File: src/rtl/reg_access_arbiter.sv
// Round-robin arbiter granting four requesters single-cycle write access to a shared register.
// Each access walks IDLE -> GRANT -> COMMIT; the write lands on the edge that leaves COMMIT.
module reg_access_arbiter #(
   parameter int WIDTH = 8,
   parameter int NREQ  = 4
) (
   input  logic                    i_clk,
   input  logic                    i_rst,
   input  logic [NREQ-1:0]         i_req,
   input  logic [2*NREQ-1:0]       i_op,
   input  logic [NREQ*WIDTH-1:0]   i_data,
   output logic [NREQ-1:0]         o_gnt,
   output logic [NREQ-1:0]         o_ack,
   output logic [WIDTH-1:0]        o_q,
   output logic                    o_busy,
   output logic [7:0]              o_wr_cnt
);

   // state    | meaning
   // S_IDLE   | no transaction; arbitrate any pending request
   // S_GRANT  | winner granted; abort if its request has dropped
   // S_COMMIT | winner's op applied to the register on exit, ack pulsed
   typedef enum logic [1:0] {S_IDLE, S_GRANT, S_COMMIT} state_t;

   localparam logic [NREQ-1:0] ONE_HOT0 = {{(NREQ-1){1'b0}}, 1'b1};

   state_t            state_q, state_d;
   logic [1:0]        ptr_q, ptr_d;
   logic [1:0]        win_q, win_d;
   logic [NREQ-1:0]   gnt_q, gnt_d;
   logic [NREQ-1:0]   ack_q, ack_d;
   logic [WIDTH-1:0]  q_q, q_d;
   logic [7:0]        wr_cnt_q, wr_cnt_d;

   logic [1:0]        rr_win;
   logic              rr_found;
   logic [1:0]        rr_idx;
   logic [1:0]        win_op;
   logic [WIDTH-1:0]  win_data;

   // First requester at or after the pointer, wrapping around
   always_comb begin
      rr_win   = 2'd0;
      rr_found = 1'b0;
      rr_idx   = 2'd0;
      for (int i = 0; i < NREQ; i++) begin
         rr_idx = ptr_q + i[1:0];
         if (!rr_found && i_req[rr_idx]) begin
            rr_win   = rr_idx;
            rr_found = 1'b1;
         end
      end
   end

   assign win_op   = i_op[{win_q, 1'b0} +: 2];
   assign win_data = i_data[win_q*WIDTH +: WIDTH];

   always_comb begin
      state_d  = state_q;
      ptr_d    = ptr_q;
      win_d    = win_q;
      gnt_d    = gnt_q;
      ack_d    = '0;
      q_d      = q_q;
      wr_cnt_d = wr_cnt_q;
      case (state_q)
         S_IDLE: begin
            gnt_d = '0;
            if (rr_found) begin
               win_d   = rr_win;
               gnt_d   = ONE_HOT0 << rr_win;
               state_d = S_GRANT;
            end
         end
         S_GRANT: begin
            if (i_req[win_q]) begin
               state_d = S_COMMIT;
            end else begin
               gnt_d   = '0;
               state_d = S_IDLE;
            end
         end
         S_COMMIT: begin
            case (win_op)
               2'b00:   q_d = win_data;
               2'b01:   q_d = '1;
               2'b10:   q_d = '0;
               default: q_d = q_q;
            endcase
            ack_d    = ONE_HOT0 << win_q;
            wr_cnt_d = wr_cnt_q + 8'd1;
            ptr_d    = win_q + 2'd1;
            gnt_d    = '0;
            state_d  = S_IDLE;
         end
         default: begin
            gnt_d   = '0;
            state_d = S_IDLE;
         end
      endcase
   end

   always_ff @(posedge i_clk) begin
      if (i_rst) begin
         state_q  <= S_IDLE;
         ptr_q    <= 2'd0;
         win_q    <= 2'd0;
         gnt_q    <= '0;
         ack_q    <= '0;
         q_q      <= '0;
         wr_cnt_q <= 8'd0;
      end else begin
         state_q  <= state_d;
         ptr_q    <= ptr_d;
         win_q    <= win_d;
         gnt_q    <= gnt_d;
         ack_q    <= ack_d;
         q_q      <= q_d;
         wr_cnt_q <= wr_cnt_d;
      end
   end

   assign o_gnt    = gnt_q;
   assign o_ack    = ack_q;
   assign o_q      = q_q;
   assign o_busy   = (state_q != S_IDLE);
   assign o_wr_cnt = wr_cnt_q;

endmodule

File: config.mk
export PLATFORM = sky130hd
export DESIGN_NAME = reg_access_arbiter
export DESIGN_NICKNAME = d
export VERILOG_FILES = /design/src/rtl/reg_access_arbiter.sv
export SDC_FILE = /design/constraint.sdc
export NUM_CORES = 1
export LEC_CHECK = 0
export BUFFER_PORTS_ARGS = -buffer_cell sky130_fd_sc_hd__buf_2
export CORE_MARGIN = 4
export CORE_UTILIZATION = 47
export CTS_BUF_LIST = sky130_fd_sc_hd__clkbuf_4 sky130_fd_sc_hd__clkbuf_8
export CTS_CLUSTER_SIZE = 8
export DETAILED_ROUTE_END_ITERATION = 10
export PLACE_DENSITY_LB_ADDON = 0.15
export SYNTH_ARGS = -nofsm -noshare
export SYNTH_HDL_FRONTEND = slang
export SYNTH_SLANG_ARGS = --single-unit
File: constraint.sdc
create_clock -name i_clk -period 3.4 [get_ports i_clk]
set_clock_uncertainty 0.05 [all_clocks]
set_input_delay 0.34 -clock i_clk [delete_from_list [all_inputs] [get_ports i_clk]]
set_output_delay 0.34 -clock i_clk [all_outputs]
set_load 0.03 [all_outputs]
==> metrics.yaml <==
outcome: "finished, final reports clean"
vdd_drop_max_mv: 0.387
grtUsageTotal_pct: 19.2
cp-start-kind: "flop"
port_buffers: 70
final_area_sq_um: 1960
htreeDepth: 2
num_vias: 1392
synth_top_area_share_pct: 39.5
powerDensity_nw_per_um2: 432
crit_type: "reg -> reg"
tightest_slew_ps: 746
cts_buffers: 5
worstPathArrival_ps: 2600
die_w_um: 64.9
syn_inst: 151
final_antenna_net_count: 0
path_cells: "mux4_2, ha_1, nor3b_2, o21ai_1, a21oi_1, nor3_1"
wl_per_cell_um: 14.5
initial_utilization_pct: 49.4
total_power_w: 0.000845
critPathBufInv: 0
min_period_over_period_pct: 72.5
clockRootBuffer: "clkbuf_4"
worstHoldPathType: "reg -> reg"
post_cts_buffers: 0
fin_tns_setup_ps: 0
async_flop_share_pct: 0
hold_start: "o_gnt[1]$_SDFFE_PP0N_"
ctsResizeCount: 0
cp_slowest_stage_delay_ps: 550
r2r_start: "win_q[0]$_SDFFE_PP0P_"
netlist_area_sq_um: 1520
nFillCells: 269
rows: 20
path_max_fanout: 9
max_freq_mhz: 406
cts_sinks: 30
dpl_cell_area_sq_um: 1870
period_minus_slack_ps: 2460
path_clk_slew_ps: 90
synth_nets: 200
wl_um: 3830
leakage_nw: 0.902
hold_viol: 0
clk_latency_ps: 310
final_cell_mix: "buf_2, dfxtp_1, nor2_1"
grt_pass1_vias: 1405
drt_iter0_markers: 70
cts_tree: "built"
ys_ff_latch: 30
synth_edf_count: 0
grt_pass1_wl_um: 6400
ys.flop_type: "dfxtp_1"
dp_hpwl_um: 2840
drive_gt1_share_pct: 42.7
startpoint: "win_q[0]$_SDFFE_PP0P_"
cp_top_family: "multiplexers"
synth_cell_types: 35
final_common_cell: "buf_2"
viasPerCell: 5.27
cts.hold.buffers_added: 0
critPathCaptureType: "flop"
die-height_um: 64.9
area_growth_pct: 28.6
synth_top_area_cell: "dfxtp_1"
max_cap_violations: 0
pin_count: 71
clockBufferDepth: 2
fin_nets: 268
antenna_found_initial: 0
slew_viol_final: 0
dieArea_sq_um: 4210
yosysWarnings: 0
regArea_sq_um: 601
rsz0062_at_grt: "no"
drc: 0
firstDrtPassIters: 4
diodes: 0
required_ps: 3540
slowest_stage: "mux4_2"
core_sq_um: 3080
timing.slew.headroom_pct: 50.1
multi_input_area_sq_um: 837
place_congestion: 0.776
setup_viol_count_final: 0
yosysSeqAreaShare_pct: 39.5
synth_area_leaders: "dfxtp_1, mux4_2, nor2_1, a21oi_1, xor2_1"
syn_area_per_cell_sq_um: 10.1
globalRoute.totalOverflow: 0
grt_max_degree: 30
==> per-stage QoR <==
| step | worst slack (ps) | util (%) | instances | hold WS, ps |
|---|---|---|---|---|
| 6_report | 936 | 63.5 | 264 | 403 |
| 5_1_grt | 721 | 63.5 | 264 | 413 |
| 4_1_cts | 934 | 63.5 | 264 | 387 |
| 3_5_place_dp | 972 | 60.9 | 256 | 387 |
| 3_3_place_gp | 1080 | 60.9 | 256 | 385 |
| 2_1_floorplan | 1000 | - | 151 | 441 |
==> sequential cells by signal (all words and copies together) (netlist names) <==
name and flops:
o_gnt 4, state_q 2, o_q 8, o_ack 4
ptr_q 2, win_q 2, o_wr_cnt 8
==> tightest hold or removal path: cells and delay by family, from the launching register on <==
kind | cells | cell delay (ps)
AOI/OAI and AO/OA | 1 | 50
DFF | 1 | 330
and+or+nand+nor | 1 | 50
==> worst paths after layout <==
check	endpoint	slack, ps	depth (start not counted)
setup / recovery	o_q[0]$_SDFFE_PP0P_	940	6
hold / removal	o_gnt[1]$_SDFFE_PP0N_	400	2
setup reg to reg	o_q[0]$_SDFFE_PP0P_	940	6
hold reg to reg	o_gnt[1]$_SDFFE_PP0N_	400	2
==> routing by layer <==
metal	GRT usage, %	routed length, um	part of all wire [%]	up-vias
met1	23.2	1550	40	655
met2	34.1	2000	52	47
met3	5.03	270	7.1	2
li1	-	-	-	688
met5	0	0	0	-
met4	4.22	12	0.31	0
==> power breakdown <==
| part | switching [W] | total [W] | internal, W |
|---|---|---|---|
| logic | 0.0000956 | 0.000178 | 0.0000823 |
| clock network | 0.000118 | 0.000290 | 0.000172 |
| registers | 0.0000119 | 0.000377 | 0.000365 |
| total | 0.000225 | 0.000845 | 0.000620 |
==> area by class of cell <==
class | count | share of cell area [%]
well taps | 44 | 2.82
clock inverters | 1 | 1.54
clock buffers | 7 | 2.69
flip-flops and latches | 30 | 30.7
repair buffers | 72 | 18.7
inverters | 4 | 0.768
multi-input cells | 106 | 42.8
==> synthesized netlist by cell type (2+ instances only) <==
| library cell | count |
|---|---|
| nand2b_1 | 3 |
| nand4_1 | 4 |
| buf_4 | 2 |
| xor2_1 | 6 |
| or2_1 | 2 |
| nor4_1 | 2 |
| nor2b_1 | 2 |
| o41ai_1 | 2 |
| mux4_2 | 11 |
| nor3_1 | 8 |
| and3_1 | 3 |
| ha_1 | 3 |
| nor4b_1 | 2 |
| xnor2_1 | 2 |
| a21oi_1 | 12 |
| a21o_1 | 2 |
| o31ai_1 | 2 |
| clkbuf_1 | 3 |
| dfxtp_1 | 30 |
| inv_1 | 4 |
| buf_2 | 3 |
| buf_6 | 2 |
| nand2_1 | 7 |
| a32o_1 | 2 |
| nor2_1 | 22 |
==> logic make-up (layout without fill, tap and decap cells) <==
group	after synthesis	in the layout	synth area share [%]
and+or+nand+nor	58	58	19.5
muxes	11	11	16.3
adders and majority gates	3	3	2.47
AOI/OAI and AO/OA	26	26	12.2
xor gates and xnor gates	8	8	4.61
DFF	30	30	39.5
buffers and inverters	15	84	5.43
No activity file was read; power rests on OpenSTA's default activity.
